## src/rtl/html_char_reader_pkg.sv

```systemverilog
// Shared definitions for the html_char_reader slice.
//   `CHAR_BITES        character width used by every file in the slice
//   CHAR_NUL           document terminator byte
//   CHAR_SPACE/TAB/LF/CR  whitespace bytes
//   fetch_state_t      fetch FSM encoding (FETCH -> DRAIN -> DONE)
//   is_ws_char()       whitespace classifier used by the optional collapse feature
`ifndef CHAR_BITES
`define CHAR_BITES 8
`endif

package html_char_reader_pkg;

  localparam logic [`CHAR_BITES-1:0] CHAR_NUL   = `CHAR_BITES'(8'h00);
  localparam logic [`CHAR_BITES-1:0] CHAR_SPACE = `CHAR_BITES'(8'h20);
  localparam logic [`CHAR_BITES-1:0] CHAR_TAB   = `CHAR_BITES'(8'h09);
  localparam logic [`CHAR_BITES-1:0] CHAR_LF    = `CHAR_BITES'(8'h0A);
  localparam logic [`CHAR_BITES-1:0] CHAR_CR    = `CHAR_BITES'(8'h0D);

  typedef enum logic [1:0] {
    FS_FETCH,
    FS_DRAIN,
    FS_DONE
  } fetch_state_t;

  function automatic logic is_ws_char(input logic [`CHAR_BITES-1:0] c);
    return (c == CHAR_SPACE) || (c == CHAR_TAB) || (c == CHAR_LF) || (c == CHAR_CR);
  endfunction

endpackage

```

## src/rtl/html_char_reader_fifo.sv

```systemverilog
// html_char_fifo: show-ahead prefetch FIFO, DEPTH x WIDTH.
//   clock, reset  rising-edge clock, asynchronous active-high reset
//   push/push_data  write one entry (ignored when full unless popping the same edge)
//   pop             drop the head entry (ignored when empty)
//   head            current head entry, valid whenever !empty
//   empty, count    occupancy status
// DEPTH must be a power of two.
module html_char_fifo #(
  parameter int DEPTH = 4,
  parameter int WIDTH = `CHAR_BITES
) (
  input  logic                     clock,
  input  logic                     reset,
  input  logic                     push,
  input  logic [WIDTH-1:0]         push_data,
  input  logic                     pop,
  output logic [WIDTH-1:0]         head,
  output logic                     empty,
  output logic [$clog2(DEPTH):0]   count
);
  localparam int PW = $clog2(DEPTH);

  logic [WIDTH-1:0] store [DEPTH];
  logic [PW-1:0]    rd_ptr;
  logic [PW-1:0]    wr_ptr;
  logic             full;
  logic             do_push;
  logic             do_pop;

  always_comb begin
    empty   = (count == '0);
    full    = count[PW];
    do_pop  = pop && !empty;
    do_push = push && (!full || do_pop);
    head    = store[rd_ptr];
  end

  always_ff @(posedge clock or posedge reset) begin
    if (reset) begin
      rd_ptr <= '0;
      wr_ptr <= '0;
      count  <= '0;
    end else begin
      if (do_push) wr_ptr <= wr_ptr + PW'(1);
      if (do_pop)  rd_ptr <= rd_ptr + PW'(1);
      case ({do_push, do_pop})
        2'b10:   count <= count + (PW+1)'(1);
        2'b01:   count <= count - (PW+1)'(1);
        default: ;
      endcase
    end
  end

  // Storage needs no reset: head is only meaningful while !empty.
  always_ff @(posedge clock) begin
    if (do_push) store[wr_ptr] <= push_data;
  end

endmodule

```

## src/rtl/html_char_reader.sv

```systemverilog
// html_char_reader: memory-backed character source for html_parser.
// Streams a document from a synchronous memory through a prefetch FIFO so the
// parser can pop one character per clock.
//   clock       rising-edge clock
//   reset       asynchronous active-high reset
//   next_char   pop request (honoured only while char_valid)
//   mem_addr    read address to the synchronous memory
//   mem_rd      read strobe; memory samples mem_addr on the next edge
//   mem_data    memory read data, valid the cycle after sampling
//   char        current character (0 when not valid)
//   char_valid  char holds a real document byte
//   eof         sticky end-of-document flag
// Optional build macro HTML_READER_WS_COLLAPSE_EN: maps whitespace to 0x20 and
// drops a whitespace byte that directly follows a pushed whitespace byte.
module html_char_reader
  import html_char_reader_pkg::*;
#(
  parameter int ADDR_WIDTH = 12,
  parameter int DOC_LENGTH = 4096,
  parameter int FIFO_DEPTH = 4
) (
  input  logic                   clock,
  input  logic                   reset,
  input  logic                   next_char,
  output logic [ADDR_WIDTH-1:0]  mem_addr,
  output logic                   mem_rd,
  input  logic [`CHAR_BITES-1:0] mem_data,
  output logic [`CHAR_BITES-1:0] char,
  output logic                   char_valid,
  output logic                   eof
);
  localparam int CW = $clog2(FIFO_DEPTH) + 1;
  localparam logic [CW:0]         DEPTH_W = (CW+1)'(FIFO_DEPTH);
  localparam logic [ADDR_WIDTH:0] DOC_END = (ADDR_WIDTH+1)'(DOC_LENGTH);

  fetch_state_t           state;
  // One extra bit so the counter can rest at DOC_LENGTH == 2**ADDR_WIDTH.
  logic [ADDR_WIDTH:0]    addr_cnt;
  logic                   data_due;   // memory returns data for a tagged read this cycle
  logic                   term_seen;  // NUL marker pushed; later returns are discarded
  logic                   eof_q;

  logic                   fifo_empty;
  logic [CW-1:0]          fifo_count;
  logic [`CHAR_BITES-1:0] fifo_head;
  logic [`CHAR_BITES-1:0] in_byte;
  logic                   is_nul;
  logic                   drop;
  logic                   push;
  logic                   pop;
  logic                   head_is_marker;
  logic [ADDR_WIDTH:0]    next_addr;
  logic [CW:0]            commit;
  logic                   issue;

`ifdef HTML_READER_WS_COLLAPSE_EN
  logic                   last_ws;
`endif

  assign mem_addr = addr_cnt[ADDR_WIDTH-1:0];

  always_comb begin
    is_nul  = (mem_data == CHAR_NUL);
    in_byte = mem_data;
    drop    = 1'b0;
`ifdef HTML_READER_WS_COLLAPSE_EN
    if (is_ws_char(mem_data)) begin
      in_byte = CHAR_SPACE;
      drop    = last_ws;
    end
`endif
    push = data_due && !term_seen && !drop;

    head_is_marker = !fifo_empty && (fifo_head == CHAR_NUL);
    char_valid     = !fifo_empty && !head_is_marker && !eof_q;
    char           = char_valid ? fifo_head : '0;
    eof            = eof_q || head_is_marker;
    pop            = next_char && char_valid;

    // Slots already committed after this edge: stored + in flight - popped.
    commit = {1'b0, fifo_count} + {{CW{1'b0}}, mem_rd} + {{CW{1'b0}}, data_due}
           - {{CW{1'b0}}, pop};
    // The address being sampled by memory this edge is consumed (post-increment).
    next_addr = addr_cnt + {{ADDR_WIDTH{1'b0}}, mem_rd};
    issue     = (state == FS_FETCH) && !(push && is_nul)
             && (next_addr < DOC_END) && (commit < DEPTH_W);
  end

  always_ff @(posedge clock or posedge reset) begin
    if (reset) begin
      state     <= FS_FETCH;
      addr_cnt  <= '0;
      mem_rd    <= 1'b0;
      data_due  <= 1'b0;
      term_seen <= 1'b0;
      eof_q     <= 1'b0;
    end else begin
      mem_rd   <= issue;
      addr_cnt <= next_addr;
      data_due <= mem_rd;
      if (push && is_nul) term_seen <= 1'b1;
      case (state)
        FS_FETCH: begin
          if ((push && is_nul) || (next_addr >= DOC_END)) state <= FS_DRAIN;
        end
        FS_DRAIN: begin
          if (fifo_empty && !mem_rd && !data_due) begin
            state <= FS_DONE;
            if (!term_seen) eof_q <= 1'b1;
          end
        end
        default: ;
      endcase
    end
  end

`ifdef HTML_READER_WS_COLLAPSE_EN
  always_ff @(posedge clock or posedge reset) begin
    if (reset) begin
      last_ws <= 1'b0;
    end else if (push) begin
      last_ws <= is_ws_char(mem_data);
    end
  end
`endif

  html_char_fifo #(
    .DEPTH (FIFO_DEPTH),
    .WIDTH (`CHAR_BITES)
  ) u_fifo (
    .clock     (clock),
    .reset     (reset),
    .push      (push),
    .push_data (in_byte),
    .pop       (pop),
    .head      (fifo_head),
    .empty     (fifo_empty),
    .count     (fifo_count)
  );

endmodule

```

## config.mk

```make
export PLATFORM = sky130hd
export DESIGN_NAME = html_char_reader
export DESIGN_NICKNAME = d
export VERILOG_FILES = /design/src/rtl/html_char_reader_pkg.sv /design/src/rtl/html_char_reader_fifo.sv /design/src/rtl/html_char_reader.sv
export SDC_FILE = /design/constraint.sdc
export NUM_CORES = 1
export LEC_CHECK = 0
export ABC_AREA = 1
export CORE_ASPECT_RATIO = 0.7
export CORE_MARGIN = 1.5
export CORE_UTILIZATION = 45
export DETAILED_ROUTE_END_ITERATION = 7
export PLACE_DENSITY = 0.79
export SYNTH_ARGS = -nofsm -noshare
export SYNTH_HDL_FRONTEND = slang
export SYNTH_SLANG_ARGS = --single-unit
```

## constraint.sdc

```tcl
create_clock -name clock -period 2.3 [get_ports clock]
set_input_delay 0.345 -clock clock [delete_from_list [all_inputs] [get_ports clock]]
set_output_delay 0.345 -clock clock [all_outputs]
set_load 0.02 [all_outputs]
```

==> metrics.md, run 1 <==
| Metric | Value |
|---|---|
| Core Region | `between 5000 and 6000 sq um` |
| R2R depth | `18` |
| # DRC | `0` |
| Starting Density | `47.33%` |
| Die width | `96.46 um` |
| DR vias | `roughly 2000` |
| Row count | `23` |
| Reg clk slew, reported paths | `0.06 ns` |
| Violated checks | `setup timing` |
| Critical path's largest stage delay | `about 0.47 ns` |
| Yosys warns | `0` |
| H-tree lvl count | `3` |
| Fraction of layout cells with a size suffix above 1 | `25.22%` |
| Worst slack at placement | `-0.2773 ns` |
| Skew-Pair Late Insertion Delay | `between 0.3 and 0.4 ns` |
| Initial antenna violation count | `0` |
| Routability cong. | `0.7711` |
| Setup crit start kind | `register` |
| Final min period | `between 2 and 3 ns` |
| Status | `complete, but fails checks` |
| Most Crowded Layer GR | `met2` |
| Wirelength per Cell | `between 10 and 15 um` |
| Setup Skew | `0.004972 ns` |
| M3 GR Usage | `6.333%` |
| Die Area | `6600 sq um` |
| Clock Sink Count | `between 50 and 60` |
| Initial detailed-routing violation count | `a little under 100` |
| Number of fill cells | `roughly 470` |
| CTS Buf Count | `9` |
| Fin crit share | `110.1%` |
| Synth Area per Inst | `approximately 10 sq um` |
| Fin util | `a little under two thirds` |
| Static Leak | `roughly 1.6 nW` |
| Number of distinct library cells after synthesis | `23` |
| Worst Path Max Fanout | `17` |
| M1 GR Usage | `about a quarter` |
| Number of global-route vias before repair | `approximately 1900` |
| Met2 GRT Util | `29.98%` |
| Worst path required time | `between 1.5 and 2 ns` |
| Final hold vios | `0` |
| # hold bufs at CTS | `0` |
| TritonCTS clock tree | `done` |
| Die height | `68.42 um` |
| CP endpoint kind | `output port` |
| Post-route ant nets | `0` |
| Slew Limit Fails | `0` |
| CTS Buffer Depth | `2` |
| Final net count | `359` |
| Capture point of the worst reg-to-reg path | `mem_rd$_DFF_PP0_` |
| Worst-path cell chain | `buf_12 -> inv_12 -> nand2_1 -> nand3_1 -> nand2_1 -> nand2_1 -> nor2_2 -> nand2_2 -> buf_4 -> nand2_2 -> nor2_1 -> clkdlybuf4s15_2` |
| R2R Setup Slk | `-0.20 ns` |
| Cells after synthesis | `approximately 270` |
| Crit path DAT | `around 2.2 ns` |
| Crit-path slowest cell | `dfrtp_2` |
| Overflow after GRT | `0` |
| Most numerous cell on the critical path | `nand2_1` |
| #FFs+latches synth | `58` |
| Max Cap Viol | `0` |
| Min-delay worst type | `in2async` |
| Number of diodes | `0` |
| FMAX | `approximately 0.4 GHz` |
| Worst Hold Slack | `between 0.3 and 0.4 ns` |
| Total I/O pin count | `34` |
| Final HPWL DP | `~3.7 mm` |
| Net count after synthesis | `about 300` |
| Setup ws final | `-0.2331 ns` |
| Worst r2r src | `u_fifo.rd_ptr[0]$_DFFE_PP0P_` |
| Area grow syn2layout | `34.61%` |
| Slew headroom | `between 70 and 80%` |
| Detailed Route WL | `~5.6 mm` |
| Pwr dens | `1097 nW/um^2` |
| Gr usage total | `18.45%` |
| Tightest Pin Transition | `between 0.3 and 0.4 ns` |
| Seq/Total Area, Yosys | `between 50% and 60%` |
| Via/cell ratio | `about 4.8` |
| Largest net degree at the start of global routing | `27` |
| Setup Viol. Count Final | `13` |
| Maximum vdd drop | `0.6100 mV` |
| Clock tree root buffer cell | `clkbuf_8` |
| TritonRoute pass-1 iters | `4` |
| Critical path type | `reg2out` |
| Mapped Area | `between 2000 and 3000 sq um` |
| First-pass GRT wire length | `between 8 and 9 mm` |
| Number of port buffers | `33` |
| RSZ-0062 raised after global routing | `yes` |
==> worst max-delay path by stage <==
stage	start	end	slack, ns
after floorplan	u_fifo.rd_ptr[0]$_DFFE_PP0P_	u_fifo.count[2]$_DFFE_PP0P_	-0.02
after global placement	u_fifo.rd_ptr[0]$_DFFE_PP0P_	mem_rd$_DFF_PP0_	-0.16
after detailed placement	u_fifo.rd_ptr[0]$_DFFE_PP0P_	char[0]	-0.28
after CTS	u_fifo.rd_ptr[0]$_DFFE_PP0P_	mem_rd$_DFF_PP0_	-0.21
after global routing	u_fifo.rd_ptr[0]$_DFFE_PP0P_	mem_rd$_DFF_PP0_	-0.38
final	u_fifo.rd_ptr[0]$_DFFE_PP0P_	char[1]	-0.23
==> synth_stat cells, drive strengths merged <==
cell type / n / area (sq um)
inv: 33 / 126.4
a21oi: 2 / 10.01
nand4: 1 / 6.260
xnor2: 5 / 43.79
dfrtp: 26 / 650.6
nor3: 3 / 15.01
o21ai: 4 / 20.02
edfxtp: 32 / 960.9
nand2: 69 / 274.0
xor2: 10 / 87.58
nor4: 3 / 18.77
a31oi: 1 / 6.260
ha: 11 / 137.6
nor2: 29 / 108.9
fa: 1 / 20.02
nand3: 27 / 140.1
buf: 16 / 125.1
==> critical path: cells and delay by family (launching register included) <==
| kind | cells | cell delay, ns |
|---|---|---|
| and+or+nand+nor | 8 | 0.76 |
| DFF | 1 | 0.47 |
| buffers and inverters | 4 | 0.62 |
==> what timing repair did <==
| item | in CTS | in global routing |
|---|---|---|
| gates cloned | 1 | 1 |
| setup buffers | 2 | 6 |
| setup endpoints to repair | 13 | 28 |
| resized for setup | 44 | 20 |
| pin swaps | 8 | 8 |
==> cell type report <==
type                            count  area [sq um]  share of cell area (%)
Tap cell                           75         93.84                   2.534
Sequential cell                    58          1613                   43.55
Clock inverter                      7         107.6                   2.905
Timing Repair Buffer               68         641.9                   17.33
Clock buffer                        9         123.9                   3.345
Multi-Input combinational cell    166         984.7                   26.59
Inverter                           33         138.9                   3.750
==> layer usage <==
layer / up-vias / routed length (um)
li1: 998 / -
met1: 954 / 2518
met2: 43 / 2730
met3: 9 / 263
met4: 0 / 73
met5: - / 0
==> through the flow <==
stage	TNS (ns)	power [mW]	cell area (sq um)	instances
2_1_floorplan	-0.02416	2.103	2793	273
3_3_place_gp	-1.327	2.689	3288	390
3_5_place_dp	-2.781	2.743	3288	390
4_1_cts	-1.034	3.921	3587	409
5_1_grt	-5.171	4.298	3704	416
6_report	-2.250	4.062	3704	416
==> cells in the final DEF, fill, tap and decap left out, types with 2 or more instances in the layout <==
cell             instances
nor4_1                   3
nand2_2                  7
nor2_2                   3
nor3_1                   3
nand2_4                  2
ha_1                     8
inv_1                   28
buf_4                   34
clkdlybuf4s50_1         23
dfrtp_1                 25
xnor2_1                  5
nand3_1                 25
ha_4                     3
xor2_1                  10
bufinv_16                3
inv_2                    3
clkinv_2                 2
clkinv_1                 2
a21oi_2                  2
o21ai_1                  2
nor2_1                  26
nand2_1                 60
edfxtp_1                32
clkdlybuf4s15_2          6
clkbuf_8                 9
==> state kept, by name (all words and copies together) (netlist names) <==
name           count
u_fifo.store      32
addr_cnt          13
u_fifo.count       3
state              2
u_fifo.rd_ptr      2
u_fifo.wr_ptr      2
data_due           1
eof_q              1
mem_rd             1
term_seen          1
==> power by group <==
part	internal, mW	leakage (nW)	switching [mW]	total [mW]
sequential	1.15	0.624	0.0521	1.20
clock	0.708	0.118	0.381	1.09
combinational	0.873	0.896	0.900	1.77
==> logic make-up after synthesis <==
family / synth area share [%]
AND/OR/NAND/NOR: 20.46
buffers and inverters: 9.140
adder cells (fa/ha/maj): 5.730
XOR/XNOR: 4.775
AO/OA/AOI/OAI: 1.319
flip-flops: 58.57
Note: power is estimated with default switching activity, not from simulation.
==> inputs of run 2 (changes only) <==
- SKIP_CTS_REPAIR_TIMING: default -> 1
==> metrics.md, run 2 (synthesis results as in run 1) <==
| Metric | Value |
|---|---|
| Status | `complete, but fails checks (unchanged)` |
| Violated checks | `setup timing (unchanged)` |
| Min-delay worst type | `in2async (unchanged)` |
| Worst slack at placement | `-0.2773 ns (unchanged)` |
| # DRC | `0 (unchanged)` |
| Slew Limit Fails | `0 (unchanged)` |
| Worst-path cell chain | `buf_12 -> clkinv_8 -> nand2_4 -> nand3_2 -> nand2_1 -> nand2_2 -> nor2_4 -> nand2_4 -> nand3_4 -> inv_4 -> ha_4 -> inv_2 -> ha_4 -> a21oi_2 -> nor2_1 -> nor2_1 -> xnor2_1 -> nor3_1 (was buf_12 -> inv_12 -> nand2_1 -> nand3_1 -> nand2_1 -> nand2_1 -> nor2_2 -> nand2_2 -> buf_4 -> nand2_2 -> nor2_1 -> clkdlybuf4s15_2)` |
| Number of port buffers | `33 (unchanged)` |
| H-tree lvl count | `3 (unchanged)` |
| Number of global-route vias before repair | `1816 (was 1869)` |
| Most Crowded Layer GR | `met2 (unchanged)` |
| Number of diodes | `0 (unchanged)` |
| Critical path type | `reg2reg (was reg2out)` |
| FMAX | `0.3970 GHz (was 0.3948 GHz)` |
| Final hold vios | `0 (unchanged)` |
| Flop pwr share | `28.9% (was 29.5%)` |
| Clock Sink Count | `58 (unchanged)` |
| M3 GR Usage | `6.444% (was 6.333%)` |
| CP bufs+invs | `4 (unchanged)` |
| Setup ws final | `-0.2186 ns (was -0.2331 ns)` |
| Crit path DAT | `2.75 ns (was 2.19 ns)` |
| Overflow after GRT | `0 (unchanged)` |
| Maximum vdd drop | `0.6171 mV (was 0.6100 mV)` |
| Die Area | `6600 sq um (unchanged)` |
| Most frequent cells in the layout | `nand2_1 (52), edfxtp_1 (32), buf_4 (30) (was nand2_1 (60), buf_4 (34), edfxtp_1 (32))` |
| Inst Count DP | `390 (unchanged)` |
| Cell internal pwr | `2.738 mW (was 2.729 mW)` |
| Initial antenna violation count | `0 (unchanged)` |
| Reg with most FFs | `u_fifo.store (unchanged)` |
| RSZ-0062 raised after global routing | `yes (unchanged)` |
| Largest regs | `u_fifo.store (32), addr_cnt (13), u_fifo.count (3) (unchanged)` |
| Final net count | `359 (unchanged)` |
| Die height | `68.42 um (unchanged)` |
| M1 GR Usage | `22.91% (was 23.26%)` |
| R2R Setup Slk | `-0.22 ns (was -0.20 ns)` |
| CTS Buffer Depth | `2 (unchanged)` |
| Capture point of the worst reg-to-reg path | `mem_rd$_DFF_PP0_ (unchanged)` |
| Fin crit share | `109.5% (was 110.1%)` |
| Core Region | `5813 sq um (unchanged)` |
| Switch Pwr | `1.418 mW (was 1.333 mW)` |
| Initial detailed-routing violation count | `96 (was 97)` |
| Setup Skew | `0.005468 ns (was 0.004972 ns)` |
| First-pass GRT wire length | `8.480 mm (was 8.714 mm)` |
| Tightest Pin Transition | `0.3882 ns (was 0.3910 ns)` |
| Slew headroom | `73.88% (was 73.69%)` |
| Sw Share | `34.12% (was 32.82%)` |
| Fin util | `65.00% (was 63.71%)` |
| DR vias | `1996 (was 2004)` |
| Clock tree root buffer cell | `clkbuf_8 (unchanged)` |
| Critical path's largest stage delay | `0.46 ns (was 0.47 ns)` |
| Worst path required time | `2.53 ns (was 1.96 ns)` |
| Pwr Total | `4.156 mW (was 4.062 mW)` |
| Worst Path Max Fanout | `7 (was 17)` |
| Setup crit start kind | `register (unchanged)` |
| Max Cap Viol | `0 (unchanged)` |
| TritonRoute pass-1 iters | `4 (unchanged)` |
| CTS Buf Count | `9 (unchanged)` |
| Setup Viol. Count Final | `13 (unchanged)` |
| TritonCTS clock tree | `done (unchanged)` |
| Skew-Pair Late Insertion Delay | `0.33 ns (about the same)` |
| Total I/O pin count | `34 (unchanged)` |
| Clk network pwr share | `26.2% (was 26.8%)` |
| Commonest non-fill, non-tap cell in the layout | `nand2_1 (unchanged)` |
| Final min period | `2.519 ns (was 2.533 ns)` |
| Worst r2r src | `u_fifo.rd_ptr[0]$_DFFE_PP0P_ (unchanged)` |
| Via/cell ratio | `4.798 (was 4.817)` |
| Die width | `96.46 um (unchanged)` |
| Final HPWL DP | `3.744 mm (unchanged)` |
| Top Family by Delay on Critical Path | `simple AND/OR/NAND/NOR gates (unchanged)` |
| Crit-path slowest cell | `dfrtp_2 (unchanged)` |
| Final Non-Filler Cells | `416 (unchanged)` |
| Fraction of layout cells with a size suffix above 1 | `26.39% (was 25.22%)` |
| Post-route ant nets | `0 (unchanged)` |
| Starting Density | `47.33% (unchanged)` |
| Row count | `23 (unchanged)` |
| Detailed Route WL | `5.779 mm (was 5.586 mm)` |
| Largest net degree at the start of global routing | `27 (unchanged)` |
| Area grow syn2layout | `37.33% (was 34.61%)` |
| CP endpoint kind | `register (was output port)` |
| Comb pwr share | `44.9% (was 43.6%)` |
| Pwr dens | `1100 nW/um^2 (was 1097 nW/um^2)` |
| Reg clk slew, reported paths | `0.06 ns (about the same)` |
| Max reg flops | `32 (unchanged)` |
| Routability cong. | `0.7711 (unchanged)` |
| R2R depth | `18 (unchanged)` |
| Static Leak | `1.731 nW (was 1.637 nW)` |
| Wirelength per Cell | `13.89 um (was 13.43 um)` |
| Gr usage total | `18.09% (was 18.45%)` |
| Met2 GRT Util | `29.20% (was 29.98%)` |
[run 2: cell type report]
class                   count  area, sq um
clock inverters             7        107.6
repair inverters            2        20.02
inverters                  33        138.9
well taps                  75        93.84
fillers                   454         2034
flip-flops and latches     58         1613
clock buffers               9        123.9
multi-input cells         166         1047
repair buffers             66        634.4
[run 2: per-stage QoR]
step / hold slack (ns) / setup TNS, ns / area, sq um
finish: 0.3612 / -1.631 / 3779
global route: 0.4257 / -3.277 / 3779
CTS: 0.3634 / -6.511 / 3520
detailed placement: 0.4667 / -2.781 / 3288
global placement: 0.4569 / -1.327 / 3288
floorplan: 0.3850 / -0.02416 / 2793
[run 2: how the worst max path moves through the flow]
stage | start | endpoint | slack (ns) | cells after the start
finish | u_fifo.rd_ptr[0]$_DFFE_PP0P_ | mem_rd$_DFF_PP0_ | -0.22 | 18
global route | u_fifo.rd_ptr[0]$_DFFE_PP0P_ | mem_rd$_DFF_PP0_ | -0.37 | 18
CTS | u_fifo.rd_ptr[0]$_DFFE_PP0P_ | char[0] | -0.64 | 11
detailed placement | u_fifo.rd_ptr[0]$_DFFE_PP0P_ | char[0] | -0.28 | 11
global placement | u_fifo.rd_ptr[0]$_DFFE_PP0P_ | mem_rd$_DFF_PP0_ | -0.16 | 18
floorplan | u_fifo.rd_ptr[0]$_DFFE_PP0P_ | u_fifo.count[2]$_DFFE_PP0P_ | -0.02 | 18
[run 2: worst reg2reg max path, cell delays in order, from the launching register on]
cell and delay (ns):
dfrtp_2 0.46, buf_12 0.18, clkinv_8 0.08, nand2_4 0.05, nand3_2 0.05, nand2_1 0.10, nand2_2 0.08, nor2_4 0.14
nand2_4 0.08, nand3_4 0.10, inv_4 0.05, ha_4 0.25, inv_2 0.03, ha_4 0.25, a21oi_2 0.04, nor2_1 0.10
nor2_1 0.06, xnor2_1 0.12, nor3_1 0.20
[run 2: per-layer routing]
layer | vias to the layer above | routed length [um]
met3 | 6 | 279
met5 | - | 0
met4 | 0 | 55
met2 | 42 | 2891
met1 | 949 | 2553
li1 | 999 | -
[run 2: power groups by stage]
| stage | Sequential (mW) | Combinational, mW | Clock, mW |
|---|---|---|---|
| 6_report | 1.20 | 1.87 | 1.09 |
| 5_1_grt | 1.21 | 2.03 | 1.16 |
| 4_1_cts | 1.18 | 1.55 | 1.11 |
| 3_5_place_dp | 1.20 | 1.54 | 0 |
| 3_3_place_gp | 1.20 | 1.49 | 0 |
| 2_1_floorplan | 1.21 | 0.897 | 0 |
